<file path="src/rtl/pulse_stretch.sv">
// pulse_stretch: replays each rising edge of sig_i as a fixed-width high pulse followed by a fixed low gap.
// Build macro PULSE_STRETCH_QUEUE_EN queues events that arrive while a pulse or gap is running.
module pulse_stretch #(
  parameter int CLK_PERIOD_ns  = 20,
  parameter int PULSE_TIMER_ns = 50_000_000,
  parameter int GAP_TIMER_ns   = 50_000_000,
  parameter int MAX_PENDING    = 7,
  localparam int PW = $clog2(MAX_PENDING + 1)
) (
  input  logic          clk,
  input  logic          reset,
  input  logic          enable,
  input  logic          sig_i,
  output logic          sig_o,
  output logic          busy,
  output logic [PW-1:0] pending,
  output logic          overflow
);

  localparam int ON_RAW     = PULSE_TIMER_ns / CLK_PERIOD_ns;
  localparam int GAP_RAW    = GAP_TIMER_ns / CLK_PERIOD_ns;
  localparam int ON_CYCLES  = (ON_RAW < 32'sd1) ? 32'sd1 : ON_RAW;
  localparam int GAP_CYCLES = (GAP_RAW < 32'sd1) ? 32'sd1 : GAP_RAW;
  localparam int MAX_CYCLES = (ON_CYCLES > GAP_CYCLES) ? ON_CYCLES : GAP_CYCLES;
  localparam int CW         = $clog2(MAX_CYCLES + 32'sd1);
  localparam logic [CW-1:0] ON_LAST  = CW'(ON_CYCLES - 32'sd1);
  localparam logic [CW-1:0] GAP_LAST = CW'(GAP_CYCLES - 32'sd1);
`ifdef PULSE_STRETCH_QUEUE_EN
  localparam logic [PW-1:0] PEND_MAX = PW'(MAX_PENDING);
`endif

  typedef enum logic [1:0] {
    ST_IDLE = 2'd0,
    ST_HIGH = 2'd1,
    ST_GAP  = 2'd2
  } state_t;

  state_t        state_r, state_s;
  logic [CW-1:0] cnt_r, cnt_s;
  logic [PW-1:0] pend_r, pend_s;
  logic          ovf_r, ovf_s;
  logic          absorb_s;
  logic          sig_d_r, evt_r;
  logic          sig_o_r, busy_r;

  // Next state, phase counter, queue depth and overflow from the registered event
  always_comb begin
    state_s  = state_r;
    cnt_s    = cnt_r;
    pend_s   = pend_r;
    ovf_s    = ovf_r;
    absorb_s = 1'b0;
    case (state_r)
      ST_IDLE: begin
        cnt_s = '0;
        if (evt_r) begin
          state_s = ST_HIGH;
        end
`ifdef PULSE_STRETCH_QUEUE_EN
        else if (pend_r != '0) begin
          state_s = ST_HIGH;
          pend_s  = pend_r - PW'(1'b1);
        end
`endif
        else begin
          state_s = ST_IDLE;
        end
      end
      ST_HIGH: begin
        absorb_s = evt_r;
        if (cnt_r == ON_LAST) begin
          state_s = ST_GAP;
          cnt_s   = '0;
        end else begin
          state_s = ST_HIGH;
          cnt_s   = cnt_r + CW'(1'b1);
        end
      end
      ST_GAP: begin
        if (cnt_r == GAP_LAST) begin
          cnt_s = '0;
`ifdef PULSE_STRETCH_QUEUE_EN
          // A fresh event on the last gap cycle starts directly, so replay spacing stays exact
          if (evt_r || (pend_r != '0)) begin
            state_s = ST_HIGH;
            if (evt_r) begin
              pend_s = pend_r;
            end else begin
              pend_s = pend_r - PW'(1'b1);
            end
          end else begin
            state_s = ST_IDLE;
          end
`else
          state_s  = ST_IDLE;
          absorb_s = evt_r;
`endif
        end else begin
          state_s  = ST_GAP;
          cnt_s    = cnt_r + CW'(1'b1);
          absorb_s = evt_r;
        end
      end
      default: begin
        state_s = ST_IDLE;
        cnt_s   = '0;
      end
    endcase

    if (absorb_s) begin
`ifdef PULSE_STRETCH_QUEUE_EN
      if (pend_r == PEND_MAX) begin
        ovf_s = 1'b1;
      end else begin
        pend_s = pend_r + PW'(1'b1);
      end
`else
      ovf_s = 1'b1;
`endif
    end else begin
      ovf_s = ovf_r;
    end
  end

  // State, edge-detect and output registers; enable low freezes everything
  always_ff @(posedge clk) begin
    if (reset) begin
      sig_d_r <= sig_i;
      evt_r   <= 1'b0;
      state_r <= ST_IDLE;
      cnt_r   <= '0;
      pend_r  <= '0;
      ovf_r   <= 1'b0;
      sig_o_r <= 1'b0;
      busy_r  <= 1'b0;
    end else if (enable) begin
      sig_d_r <= sig_i;
      evt_r   <= sig_i & ~sig_d_r;
      state_r <= state_s;
      cnt_r   <= cnt_s;
      pend_r  <= pend_s;
      ovf_r   <= ovf_s;
      sig_o_r <= (state_s == ST_HIGH);
      busy_r  <= (state_s != ST_IDLE);
    end
  end

  assign sig_o    = sig_o_r;
  assign busy     = busy_r;
  assign pending  = pend_r;
  assign overflow = ovf_r;

endmodule
</file>
<file path="config.mk">
export PLATFORM = sky130hd
export DESIGN_NAME = pulse_stretch
export DESIGN_NICKNAME = d
export VERILOG_FILES = /design/src/rtl/pulse_stretch.sv
export SDC_FILE = /design/constraint.sdc
export NUM_CORES = 1
export LEC_CHECK = 0
export ABC_AREA = 1
export ABC_CLOCK_PERIOD_IN_PS = 2140
export BUFFER_PORTS_ARGS = -buffer_cell sky130_fd_sc_hd__buf_2
export CAP_MARGIN = 0
export CORE_UTILIZATION = 59
export DETAILED_ROUTE_END_ITERATION = 16
export PLACE_DENSITY = 0.8
export SLEW_MARGIN = 10
export SYNTH_ARGS = -nofsm -noshare
export SYNTH_HDL_FRONTEND = slang
export SYNTH_SLANG_ARGS = --single-unit
export TNS_END_PERCENT = 20
</file>
<file path="constraint.sdc">
create_clock -name clk -period 2.14 [get_ports clk]
set_clock_uncertainty 0.1 [all_clocks]
set_input_delay 0.107 -clock clk [delete_from_list [all_inputs] [get_ports clk]]
set_output_delay 0.107 -clock clk [all_outputs]
set_load 0.1 [all_outputs]
</file>
### Yosys cells after proc, flatten, opt, wreduce, memory -nomap -nowiden

Cells that the tools add are included.

* flip-flop bits (word level): 29
* memories kept: 0
* latch bits: 0
* memory bits (writable): 0
* memory bits (read-only): 0
* logic and storage cells: 28

* reductions and logical operators: 5
* order comparisons: 0
* equality and inequality tests: 4
* multiply operators: 0
* mux-type cells: 9
* div/mod/pow operators: 0
* $add $sub $neg: 1
* bitwise logic cells: 2
* shifts and indexed selects: 0

Operators by type and width (count)
* $mux W22: 2
* $add A22 B1 Y22 const B: 1
* $eq A22 B22 Y1 const B: 1
* $pmux W2 S3: 1
* $eq A2 B1 Y1 const B: 2
* $mux W1: 4
* $mux W2: 2
* $reduce_bool A2 Y1: 2
* $eq A2 B2 Y1 const B: 1
* $logic_not A2 Y1: 1
* $reduce_and A2 Y1: 1
* $reduce_or A2 Y1: 1
* $and A1 B1 Y1: 1
* $not A1 Y1: 1

### Depth between registers and ports, before layout

Gate-level depths: netlist (run 1).

* word-level depth: 4
* depth in mapped cells: 10
* mapped depth without buffers: 10

### Least setup slack after synthesis (run 1)

Ideal clock, no wire load.

* kind: flip-flop to flip-flop
* start point: register cnt_r[0]
* end point: register cnt_r[8]
* buffers on the path: 0
* clock period less this slack: 1.483 ns
* arrival time: 1.268 ns
* path slack: 0.657 ns
* cell stages (with the launch flop): 11
* cell sequence: dfxtp_1 > ha_1 > nand2_1 > nor2_2 > inv_2 > nor2_2 > nand2_1 > nor2_2 > nand2_1 > xor2_1 > nor2_1

* longest elaborated chain between the ends: 3

RTL lines
* start: declaration: line 39 `logic [CW-1:0] cnt_r, cnt_s;`
* start signal: assignment: line 140 `cnt_r <= cnt_s;`
* $add A22 B1 Y22 / $eq A22 B22 Y1 (equally long branches)
* $mux W22 *: line 71, 80
* $mux W22 *

Mark *: on every way between the ends. The rest lies on a longest branch, timed or not.
A chain may end at the register's enable or synchronous reset.

### Final worst setup path (run 1)

* start point: register cnt_r[0]
* end point: register cnt_r[16]

Same word-level chain as after synthesis.

==> insert_results.sql, run 1 <==
INSERT INTO impl_metrics (metric_group, metric, value, unit) VALUES
('outcome', 'status', 'finished clean', ''),
('sta', 'maxClockFrequency', '0.5909', 'GHz'),
('global_routing', 'grt_start_max_net_pins', '20', ''),
('die', 'initial_utilization', '64.41', '%'),
('layout', 'layout-area-overhead-vs-synth', '9.771', '%'),
('global_routing', 'wire_length_of_the_first_global_routing_pass', '5789', 'µm'),
('routing', 'remaining_number_of_nets_flagged_by_the_antenna_check_after_routing', '0', ''),
('logic_synthesis', 'synth_flop_cell', 'sky130_fd_sc_hd__dfxtp_1', ''),
('pwr', 'vdd.ir_drop.worst', '0.8635', 'mV'),
('setup_path', 'path_depth', '8', ''),
('sta', 'fin_setup_tns', '0', 'ns'),
('sta', 'period_minus_slack', '1.692', 'ns'),
('clocking', 'clock_tree_from_tritoncts', 'built', ''),
('logic_synthesis', 'synth-async-reset-ratio', '0', '%'),
('pwr', 'total_power', '0.001210', 'W'),
('setup_path', 'timing.rr.start', 'cnt_r[0]', ''),
('setup_path', 'critPathKind', 'flip-flop to flip-flop', ''),
('layout', 'seq_area', '590.6', 'µm²'),
('logic_synthesis', 'avgSynthCellArea', '6.916', 'µm²'),
('clocking', 'cts-buffers-inserted', '5', ''),
('routing', 'via_count_normalized_by_instance_count', '5.250', ''),
('logic_synthesis', 'postSynthCellCount', '237', ''),
('global_routing', 'via_count_of_the_first_global_routing_pass', '1342', ''),
('sta', 'final_worst_path_period_share', '79.08', '%'),
('layout', 'nFillCells', '230', ''),
('layout', 'multiInputGateArea', '909.6', 'µm²'),
('setup_path', 'reg2regPathDepth', '8', ''),
('clocking', 'max-clock-path-buffers', '2', ''),
('pwr', 'combinational_cell_fraction_of_total_power', '6.6', '%'),
('logic_synthesis', 'synthesis.area', '1639', 'µm²'),
('setup_path', 'worst_setup_path_end_kind', 'flip-flop', ''),
('clocking', 'cts.reportedPaths.clkPinSlew', '0.10', 'ns'),
('die', 'num_rows', '18', ''),
('layout', 'layout_cells_sized_above_1', '13.20', '%'),
('routing', 'drt_drc', '0', ''),
('logic_synthesis', 'synth_cell_type_count', '29', ''),
('placement', 'post-place-ws', '0.4697', 'ns'),
('sta', 'finalSetupViolations', '0', ''),
('pwr', 'leakage', '0.6957', 'nW'),
('setup_path', 'critical_path_maximum_fanout', '3', ''),
('min_path', 'min-delay-path-class', 'input pin to flip-flop', ''),
('clocking', 'clock_insertion_delay_worst_skew', '0.35', 'ns'),
('routing', 'firstDrtPassIters', '4', ''),
('logic_synthesis', 'post-synth-top-count-cell', 'sky130_fd_sc_hd__nand2_1', ''),
('setup_path', 'cp_slowest_stage_delay', '0.38', 'ns'),
('clocking', 'cts_root_buf', 'sky130_fd_sc_hd__clkbuf_4', ''),
('pwr', 'power_dens_cells', '672.7', 'nW/µm²'),
('global_routing', 'track_usage', '28.43', '%'),
('clocking', 'htree_num_levels', '2', ''),
('sta', 'finalHoldViolations', '0', ''),
('logic_synthesis', 'post_synth_most_frequent_cells', 'sky130_fd_sc_hd__nand2_1 (49), sky130_fd_sc_hd__nor2_1 (44), sky130_fd_sc_hd__dfxtp_1 (28)', ''),
('sta', 'final.setup.worst_slack', '0.4476', 'ns'),
('die', 'io_pins', '10', ''),
('die', 'fp.dieW', '54.71', 'µm'),
('sta', 'rsz0062_at_grt', 'no', ''),
('routing', 'detailedRoute.firstIterationViolations', '54', ''),
('layout', 'fin_nets', '258', ''),
('logic_synthesis', 'synth_top_cells_by_area', 'sky130_fd_sc_hd__dfxtp_1 (34%), sky130_fd_sc_hd__nand2_1 (11%), sky130_fd_sc_hd__nor2_1 (10%)', ''),
('setup_path', 'critical-path-slowest-cell', 'sky130_fd_sc_hd__dfxtp_1', ''),
('logic_synthesis', 'yosys_warnings', '0', ''),
('global_routing', 'remaining_global_route_overflow', '0', ''),
('placement', 'port_buffers', '6', ''),
('pwr', 'seq_power_share', '45.6', '%'),
('setup_path', 'crit_required', '2.29', 'ns'),
('pwr', 'switchingPower', '0.0002850', 'W'),
('setup_path', 'most_frequent_cp_cell', 'sky130_fd_sc_hd__nand2_1', ''),
('logic_synthesis', 'synth_largest_area_cell', 'sky130_fd_sc_hd__dfxtp_1', ''),
('min_path', 'whs_path_depth', '4', ''),
('clocking', 'cts_sinks', '29', ''),
('min_path', 'hp-start', 'enable', ''),
('routing', 'number_of_vias_in_the_routed_layout', '1470', '');
-- layout make-up --
| cell class | instances | share of cell area (%) |
|---|---|---|
| clock buffers | 5 | 2.086 |
| clock inverters | 3 | 3.616 |
| inverters | 27 | 5.633 |
| multi-input cells | 177 | 50.56 |
| flip-flops and latches | 29 | 32.82 |
| well taps | 30 | 2.086 |
| repair buffers | 9 | 3.199 |
-- logic make-up after synthesis --
family                   count (synthesis)  share of synthesized area, %
other                                    1                        0.2288
buffers and inverters                   33                         8.931
AO/OA/AOI/OAI                           13                         4.504
XOR/XNOR                                13                         6.947
flip-flops                              29                         36.03
AND/OR/NAND/NOR                        143                         39.54
adder cells (fa/ha/maj)                  5                         3.817
-- per-stage QoR --
step | instance area [µm²] | cells
final | 1799 | 280
after global routing | 1799 | 280
after CTS | 1799 | 280
after detailed placement | 1677 | 270
after global placement | 1677 | 270
after floorplan | 1647 | 239
-- worst register-to-register path: stages, from the launching register on --
cell and delay [ns]:
sky130_fd_sc_hd__dfxtp_1 0.38, sky130_fd_sc_hd__ha_1 0.20, sky130_fd_sc_hd__nand2_1 0.10, sky130_fd_sc_hd__nor2_2 0.15, sky130_fd_sc_hd__nand3_1 0.13, sky130_fd_sc_hd__nor3_2 0.22
sky130_fd_sc_hd__nand2_1 0.10, sky130_fd_sc_hd__xor2_1 0.15, sky130_fd_sc_hd__nor2_1 0.05
-- registers in the layout (all words and copies together), names as in the netlist --
| name | flops |
|---|---|
| sig_d_r | 1 |
| overflow | 1 |
| cnt_r | 22 |
| evt_r | 1 |
| state_r | 2 |
| busy | 1 |
| sig_o | 1 |
-- power by group through the flow --
| stage | sequential (W) | clock (W) | combinational (W) |
|---|---|---|---|
| after floorplan | 0.000574 | 0 | 0.0000579 |
| after global placement | 0.000564 | 0 | 0.0000753 |
| after detailed placement | 0.000565 | 0 | 0.0000762 |
| after CTS | 0.000552 | 0.000584 | 0.0000795 |
| after global routing | 0.000553 | 0.000605 | 0.0000850 |
| final | 0.000552 | 0.000579 | 0.0000795 |
-- final timing paths --
check / endpoint / slack (ns)
max: cnt_r[16] / 0.45
min: cnt_r[2] / 0.02
max reg2reg: cnt_r[16] / 0.45
min reg2reg: evt_r / 0.34
-- layout by cell type (no fill, tap or decap) --
cell	count
sky130_fd_sc_hd__o31ai_1	2
sky130_fd_sc_hd__conb_1	3
sky130_fd_sc_hd__a21oi_1	4
sky130_fd_sc_hd__clkinv_2	1
sky130_fd_sc_hd__ha_1	5
sky130_fd_sc_hd__nor3b_1	4
sky130_fd_sc_hd__nor2_2	6
sky130_fd_sc_hd__nand2_4	1
sky130_fd_sc_hd__edfxtp_1	1
sky130_fd_sc_hd__buf_4	1
sky130_fd_sc_hd__dlygate4sd3_1	2
sky130_fd_sc_hd__nand2_2	3
sky130_fd_sc_hd__nor3_1	8
sky130_fd_sc_hd__buf_2	6
sky130_fd_sc_hd__o21ai_0	4
sky130_fd_sc_hd__nand3_2	1
sky130_fd_sc_hd__nand3_1	20
sky130_fd_sc_hd__or2_2	1
sky130_fd_sc_hd__nand2_1	49
sky130_fd_sc_hd__nor2_1	44
sky130_fd_sc_hd__o21ai_1	1
sky130_fd_sc_hd__o22ai_1	1
sky130_fd_sc_hd__xor2_1	12
sky130_fd_sc_hd__inv_1	23
sky130_fd_sc_hd__dfxtp_1	28
sky130_fd_sc_hd__inv_2	4
sky130_fd_sc_hd__clkbuf_4	5
sky130_fd_sc_hd__nor3_2	2
sky130_fd_sc_hd__nand4_1	4
sky130_fd_sc_hd__bufinv_16	2
sky130_fd_sc_hd__o21bai_1	1
sky130_fd_sc_hd__xnor2_1	1
-- timing repair --
item,4_1_cts,5_1_grt
hold endpoints to repair,5,0
setup buffers,0,0
endpoints found under the setup margin,0,0
resized for setup,0,0
hold buffers,2,0
-- routing by layer --
layer	GRT usage [%]	vias to the layer above	part of all wire, %
met5	0	-	0
met4	15.38	0	1.6
met3	5.833	6	5.1
met2	43.17	32	45
met1	37.10	667	48
li1	-	765	-
(Power assumes the default switching activity.)
==> inputs of run 2 (changes only) <==
--- a/config.mk
+++ b/config.mk
@@ -6,12 +6,12 @@
 export NUM_CORES = 1
 export LEC_CHECK = 0
 export ABC_AREA = 1
-export ABC_CLOCK_PERIOD_IN_PS = 2140
+export ABC_CLOCK_PERIOD_IN_PS = 1400
 export BUFFER_PORTS_ARGS = -buffer_cell sky130_fd_sc_hd__buf_2
 export CAP_MARGIN = 0
-export CORE_UTILIZATION = 59
+export CORE_UTILIZATION = 54
 export DETAILED_ROUTE_END_ITERATION = 16
-export PLACE_DENSITY = 0.8
+export PLACE_DENSITY = 0.77
 export SLEW_MARGIN = 10
 export SYNTH_ARGS = -nofsm -noshare
 export SYNTH_HDL_FRONTEND = slang
==> constraint.sdc (replaced) <==
create_clock -name clk -period 1.4 [get_ports clk]
set_clock_uncertainty 0.1 [all_clocks]
set_input_delay 0.07 -clock clk [delete_from_list [all_inputs] [get_ports clk]]
set_output_delay 0.07 -clock clk [all_outputs]
set_load 0.1 [all_outputs]
==> run 2 against run 1 <==
The flow now finishes with violations (design-rule violations, negative setup slack). Die area grew 8.9%. Design area grew 25%. Largest cell class unchanged. Highest routed layer unchanged. Worst hold slack gained 0.0050 ns.
==> insert_results.sql, run 2 (synthesis gave the netlist of run 1 again) <==
INSERT INTO impl_metrics (metric_group, metric, value, unit) VALUES
('clocking', 'clock_insertion_delay_worst_skew', '0.35', 'ns'),
('setup_path', 'timing.rr.start', 'cnt_r[0]', ''),
('setup_path', 'most_frequent_cp_cell', 'sky130_fd_sc_hd__nand2_1', ''),
('global_routing', 'remaining_global_route_overflow', '0', ''),
('setup_path', 'critPathBufInv', '0', ''),
('routing', 'highest-signal-layer', 'met4', ''),
('run', 'timing.max_cap.violations', '0', ''),
('placement', 'post-place-ws', '-0.1790', 'ns'),
('layout', 'multiInputGateArea', '1042', 'µm²'),
('pwr', 'leakage', '0.9248', 'nW'),
('sta', 'maxClockFrequency', '0.6408', 'GHz'),
('sta', 'final.setup.worst_slack', '-0.1606', 'ns'),
('setup_path', 'reg2regPathDepth', '9', ''),
('die', 'fp.dieW', '57.10', 'µm'),
('sta', 'slew_viol_final', '0', ''),
('layout', 'top_regs', 'cnt_r x22, state_r x2', ''),
('placement', 'hpwl', '3082', 'µm'),
('routing', 'detailedRoute.firstIterationViolations', '131', ''),
('layout', 'antenna-diode-count', '0', ''),
('min_path', 'min-delay-path-class', 'input pin to flip-flop', ''),
('routing', 'm1WireLength', '1985', 'µm'),
('setup_path', 'critPathKind', 'flip-flop to flip-flop', ''),
('setup_path', 'worstPathArrival', '1.70', 'ns'),
('min_path', 'whs_path_depth', '4', ''),
('clocking', 'cts.reportedPaths.clkPinSlew', '0.11', 'ns'),
('pwr', 'power_dens_cells', '681.4', 'nW/µm²'),
('setup_path', 'critical-path-slowest-cell', 'sky130_fd_sc_hd__dfxtp_4', ''),
('placement', 'place_congestion', '0.8763', ''),
('setup_path', 'critical_path_maximum_fanout', '3', ''),
('routing', 'wl_met3', '356', 'µm'),
('setup_path', 'crit_required', '1.54', 'ns'),
('min_path', 'hp-start', 'enable', ''),
('routing', 'remaining_number_of_nets_flagged_by_the_antenna_check_after_routing', '0', ''),
('sta', 'period_minus_slack', '1.561', 'ns'),
('routing', 'drt_drc', '3', ''),
('routing', 'routedWlPerCell', '14.20', 'µm'),
('layout', 'largest_register_ffs', '22', ''),
('clocking', 'clock_tree_from_tritoncts', 'built', ''),
('layout', 'fin_nets', '304', ''),
('die', 'core_area', '2805', 'µm²'),
('clocking', 'htree_num_levels', '2', ''),
('setup_path', 'crit_path_cell_trace', 'ha_4 > nand2_4 > nor2_4 > nand2_1 > nor2_2 > nand3_2 > xor2_2 > nand2_1 > o21ai_1', ''),
('sta', 'finalHoldViolations', '0', ''),
('die', 'io_pins', '10', ''),
('setup_path', 'worst-r2r-setup-slack', '-0.16', 'ns'),
('global_routing', 'grt_antenna_before_repair', '0', ''),
('clocking', 'cts_root_buf', 'sky130_fd_sc_hd__clkbuf_4', ''),
('routing', 'via_count_normalized_by_instance_count', '5.373', ''),
('min_path', 'whs_endpoint', 'cnt_r[4]', ''),
('global_routing', 'wire_length_of_the_first_global_routing_pass', '7245', 'µm'),
('layout', 'layout_cells_sized_above_1', '35.14', '%'),
('outcome', 'violations', 'design-rule violations, negative setup slack', ''),
('placement', 'placedInstanceArea', '1998', 'µm²'),
('placement', 'port_buffers', '6', ''),
('sta', 'final_worst_path_period_share', '111.5', '%'),
('clocking', 'cts-buffers-inserted', '5', ''),
('die', 'num_rows', '19', ''),
('sta', 'rsz0062_at_grt', 'yes', ''),
('layout', 'final_cell_mix', 'sky130_fd_sc_hd__nand2_1 (45), sky130_fd_sc_hd__buf_4 (45), sky130_fd_sc_hd__nor2_1 (41)', ''),
('routing', 'number_of_vias_in_the_routed_layout', '1757', ''),
('global_routing', 'track_usage', '29.64', '%'),
('die', 'die-area', '3260', 'µm²'),
('routing', 'met2_length', '2103', 'µm'),
('setup_path', 'worst_setup_path_end_kind', 'flip-flop', ''),
('die', 'initial_utilization', '58.43', '%'),
('setup_path', 'cp_slowest_stage_delay', '0.37', 'ns'),
('sta', 'fin_setup_tns', '-2.359', 'ns'),
('die', 'die-height', '57.10', 'µm'),
('layout', 'regMostFlops', 'cnt_r', ''),
('outcome', 'status', 'complete, but fails checks', ''),
('layout', 'seq_area', '609.3', 'µm²'),
('routing', 'firstDrtPassIters', '11', ''),
('setup_path', 'crit_family', 'simple AND/OR/NAND/NOR gates', ''),
('sta', 'finalSetupViolations', '25', ''),
('layout', 'nFillCells', '178', ''),
('pwr', 'vdd.ir_drop.worst', '0.6650', 'mV'),
('routing', 'routed_wirelength', '4642', 'µm'),
('setup_path', 'worstReg2RegEnd', 'cnt_r[18]', ''),
('clocking', 'max-clock-path-buffers', '2', ''),
('global_routing', 'via_count_of_the_first_global_routing_pass', '1592', ''),
('setup_path', 'setup.worst_path.start_class', 'flip-flop', ''),
('pwr', 'total_power', '0.001533', 'W'),
('global_routing', 'grt_start_max_net_pins', '16', ''),
('layout', 'finish.instance_area', '2250', 'µm²'),
('layout', 'layout-area-overhead-vs-synth', '37.25', '%'),
('clocking', 'cts_sinks', '29', '');
-- run 2: layer usage --
metal  vias up  global-route usage [%]
li1        861                       -
met1       791                   38.53
met2        86                   45.38
met3        19                   6.349
met4         0                   17.42
met5         -                       0
-- run 2: worst max path at each step --
stage / startpoint / to / slack [ns] / cells past startpoint
2_1_floorplan: cnt_r[1] / cnt_r[8] / -0.03 / 10
6_report: cnt_r[0] / cnt_r[18] / -0.16 / 9
5_1_grt: cnt_r[17] / cnt_r[19] / -0.26 / 10
4_1_cts: cnt_r[0] / cnt_r[18] / -0.13 / 9
3_3_place_gp: cnt_r[1] / cnt_r[18] / -0.15 / 9
3_5_place_dp: cnt_r[2] / cnt_r[18] / -0.18 / 9
-- run 2: power by group --
part	leakage, nW	internal [W]	switching (W)
combinational	0.660	0.0000400	0.000117
clock	0.0234	0.000194	0.000343
sequential	0.241	0.000834	0.00000581
total	0.925	0.00107	0.000465
-- run 2: repair_timing --
item,4_1_cts,5_1_grt
pin swaps,6,8
endpoints found under the hold margin,6,0
hold buffers,3,0
gates cloned,1,0
endpoints found under the setup margin,25,26
gates resized for setup,18,14
buffers inserted,2,3
-- run 2: final cells by class --
type,count,area share (%)
clock inverters,3,1.001
multi-input cells,178,46.33
flip-flops and latches,29,27.09
well taps,31,1.724
inverters,27,4.505
repair buffers,54,17.69
clock buffers,5,1.669
-- run 2: through the flow --
step	hold WS (ns)	utilization, %	cells
after global placement	0.1642	71.23	310
after CTS	0.02320	77.97	324
after floorplan	0.03907	-	239
after global routing	0.04907	80.20	327
after detailed placement	0.1794	71.23	310
final	0.02979	80.20	327
-- run 2: worst reg2reg max path, cell delays in order (launching register included) --
cell	delay (ns)
sky130_fd_sc_hd__dfxtp_4	0.37
sky130_fd_sc_hd__ha_4	0.15
sky130_fd_sc_hd__nand2_4	0.06
sky130_fd_sc_hd__nor2_4	0.10
sky130_fd_sc_hd__nand2_1	0.07
sky130_fd_sc_hd__nor2_2	0.16
sky130_fd_sc_hd__nand3_2	0.12
sky130_fd_sc_hd__xor2_2	0.20
sky130_fd_sc_hd__nand2_1	0.07
sky130_fd_sc_hd__o21ai_1	0.06
==> inputs of run 3 (changes only) <==
--- a/config.mk
+++ b/config.mk
@@ -11,7 +11,7 @@
 export CAP_MARGIN = 0
 export CORE_UTILIZATION = 54
 export DETAILED_ROUTE_END_ITERATION = 16
-export PLACE_DENSITY = 0.77
+export PLACE_DENSITY = 0.75
 export SLEW_MARGIN = 10
 export SYNTH_ARGS = -nofsm -noshare
 export SYNTH_HDL_FRONTEND = slang
==> run 3 against run 2 <==
The run still ends with design-rule violations, negative setup slack left. Die area stayed put. Power is 12% higher. Final cell count is 2.8% lower. Utilization is 2.4 points lower. Highest routed layer unchanged. Largest cell class unchanged. Critical path type unchanged. Flip-flop and latch count stayed put. Fmax is 0.85% lower. Clock power is 36% higher.
==> insert_results.sql, run 3 (synthesis gave the netlist of run 1 again) <==
INSERT INTO impl_metrics (metric_group, metric, value, unit) VALUES
('die', 'fp.dieW', '57.10', 'µm'),
('setup_path', 'critical_path_maximum_fanout', '3', ''),
('setup_path', 'critPathKind', 'flip-flop to flip-flop', ''),
('setup_path', 'worst-r2r-setup-slack', '-0.17', 'ns'),
('setup_path', 'worst_setup_path_end_kind', 'flip-flop', ''),
('layout', 'finish.instance_area', '2183', 'µm²'),
('sta', 'fin_setup_tns', '-2.791', 'ns'),
('die', 'core_area', '2805', 'µm²'),
('pwr', 'cell_internal_power_dissipation', '0.001298', 'W'),
('global_routing', 'grt_start_max_net_pins', '20', ''),
('die', 'initial_utilization', '58.43', '%'),
('layout', 'layout_cells_sized_above_1', '31.01', '%'),
('layout', 'top_regs', 'cnt_r x22, state_r x2', ''),
('sta', 'final_worst_path_period_share', '112.4', '%'),
('routing', 'detailedRoute.firstIterationViolations', '75', ''),
('setup_path', 'crit_required', '1.52', 'ns'),
('sta', 'finalSetupViolations', '26', ''),
('pwr', 'combinational_cell_fraction_of_total_power', '8.1', '%'),
('clocking', 'max-clock-path-buffers', '2', ''),
('die', 'die-area', '3260', 'µm²'),
('pwr', 'switchingPower', '0.0004123', 'W'),
('routing', 'drt_drc', '3', ''),
('routing', 'routed_wirelength', '4297', 'µm'),
('layout', 'antenna-diode-count', '0', ''),
('placement', 'port_buffers', '6', ''),
('setup_path', 'cp_launch_point', 'cnt_r[1]', ''),
('clocking', 'cts_sinks', '29', ''),
('global_routing', 'track_usage', '27.68', '%'),
('placement', 'hpwl', '2911', 'µm'),
('placement', 'placedInstanceArea', '1976', 'µm²'),
('outcome', 'status', 'complete, but fails checks', ''),
('pwr', 'p_sw_share', '24.10', '%'),
('pwr', 'vdd.ir_drop.worst', '0.7658', 'mV'),
('pwr', 'leakage', '0.9305', 'nW'),
('min_path', 'hp-start', 'enable', ''),
('setup_path', 'crit_path_cell_trace', 'ha_4 > nand3_1 > nor2_1 > nand3_2 > nand2_4 > nor3_1 > buf_4 > nand2_1 > o21ai_0', ''),
('global_routing', 'via_count_of_the_first_global_routing_pass', '1480', ''),
('pwr', 'clkPwrFrac', '42.5', '%'),
('routing', 'routedWlPerCell', '13.51', 'µm'),
('placement', 'post-place-ws', '-0.1878', 'ns'),
('sta', 'rsz0062_at_grt', 'yes', ''),
('layout', 'final_cell_mix', 'sky130_fd_sc_hd__nand2_1 (44), sky130_fd_sc_hd__nor2_1 (41), sky130_fd_sc_hd__buf_4 (38)', ''),
('clocking', 'cts_root_buf', 'sky130_fd_sc_hd__clkbuf_4', ''),
('pwr', 'seq_power_share', '49.4', '%'),
('layout', 'largest_register_ffs', '22', ''),
('layout', 'postLayoutCoreUtil', '77.83', '%'),
('routing', 'via_count_normalized_by_instance_count', '5.138', ''),
('clocking', 'clock_insertion_delay_worst_skew', '0.35', 'ns'),
('run', 'timing.max_cap.violations', '0', ''),
('sta', 'maxClockFrequency', '0.6353', 'GHz'),
('die', 'num_rows', '19', ''),
('sta', 'final.setup.worst_slack', '-0.1740', 'ns'),
('sta', 'finalHoldViolations', '0', ''),
('setup_path', 'critical-path-slowest-cell', 'sky130_fd_sc_hd__dfxtp_2', ''),
('setup_path', 'setup.worst_path.start_class', 'flip-flop', ''),
('die', 'io_pins', '10', ''),
('setup_path', 'cp_slowest_stage_delay', '0.37', 'ns'),
('setup_path', 'timing.rr.start', 'cnt_r[1]', ''),
('layout', 'regMostFlops', 'cnt_r', ''),
('layout', 'mostFrequentLayoutCell', 'sky130_fd_sc_hd__nand2_1', ''),
('global_routing', 'remaining_global_route_overflow', '0', ''),
('routing', 'remaining_number_of_nets_flagged_by_the_antenna_check_after_routing', '0', ''),
('global_routing', 'grt_antenna_before_repair', '0', ''),
('die', 'die-height', '57.10', 'µm'),
('setup_path', 'worstPathArrival', '1.69', 'ns'),
('clocking', 'cts-buffers-inserted', '5', ''),
('layout', 'fin_nets', '295', ''),
('sta', 'slew_viol_final', '0', ''),
('clocking', 'cts.reportedPaths.clkPinSlew', '0.09', 'ns'),
('clocking', 'htree_num_levels', '2', ''),
('routing', 'number_of_vias_in_the_routed_layout', '1634', ''),
('pwr', 'power_dens_cells', '783.5', 'nW/µm²'),
('layout', 'layout-area-overhead-vs-synth', '33.21', '%'),
('min_path', 'min-delay-path-class', 'input pin to flip-flop', ''),
('clocking', 'clock_tree_from_tritoncts', 'built', ''),
('placement', 'place_congestion', '0.9123', ''),
('sta', 'period_minus_slack', '1.574', 'ns'),
('routing', 'firstDrtPassIters', '10', ''),
('global_routing', 'wire_length_of_the_first_global_routing_pass', '6651', 'µm'),
('outcome', 'violations', 'design-rule violations, negative setup slack', '');
## run 3: worst max-delay path: cells and delay by family, from the launching register on
| family | cells | cell delay [ns] |
|---|---|---|
| and+or+nand+nor | 6 | 0.61 |
| DFF | 1 | 0.37 |
| adders and majority gates | 1 | 0.16 |
| buffers and inverters | 1 | 0.14 |
| AOI/OAI and AO/OA | 1 | 0.08 |
## run 3: stage by stage
stage | hold WS, ns | total power, W | instances
after global routing | 0.06838 | 0.001759 | 318
after global placement | 0.1657 | 0.0009872 | 307
final | 0.04123 | 0.001711 | 318
after detailed placement | 0.1636 | 0.0009873 | 307
after CTS | 0.03116 | 0.001718 | 317
after floorplan | 0.03907 | 0.0009680 | 239
## run 3: per-layer routing
metal	GRT usage, %	vias to the layer above	wire length [µm]
met2	43.53	46	1982
li1	-	841	-
met4	11.50	0	109
met5	0	-	0
met3	6.803	11	279
met1	36.40	736	1926
## run 3: layout make-up
class,instances,area [µm²]
Clock inverter,1,30.03
Tap cell,31,38.79
Timing Repair Buffer,46,335.3
Sequential cell,29,596.8
Inverter,27,101.3
Fill cell,221,621.8
Clock buffer,7,55.05
Multi-Input combinational cell,177,1026
## run 3: final timing paths
path | to | depth (start not counted)
setup reg to reg | cnt_r[18] | 9
setup / recovery | cnt_r[18] | 9
hold / removal | cnt_r[4] | 4
hold reg to reg | evt_r | 1
## run 3: power groups by stage
| stage | Clock (W) | Sequential [W] | Combinational (W) |
|---|---|---|---|
| finish | 0.000727 | 0.000845 | 0.000139 |
| global route | 0.000765 | 0.000846 | 0.000148 |
| CTS | 0.000740 | 0.000845 | 0.000134 |
| global placement | 0 | 0.000863 | 0.000124 |
| floorplan | 0 | 0.000879 | 0.0000889 |
| detailed placement | 0 | 0.000864 | 0.000123 |
## run 3: what timing repair did
| item | CTS | global route |
|---|---|---|
| gates cloned | 0 | 0 |
| hold buffers | 2 | 0 |
| gates resized for setup | 10 | 15 |
| buffers inserted | 0 | 1 |
| hold endpoints to repair | 5 | 0 |
| endpoints found under the setup margin | 23 | 26 |
| pin swaps | 3 | 8 |
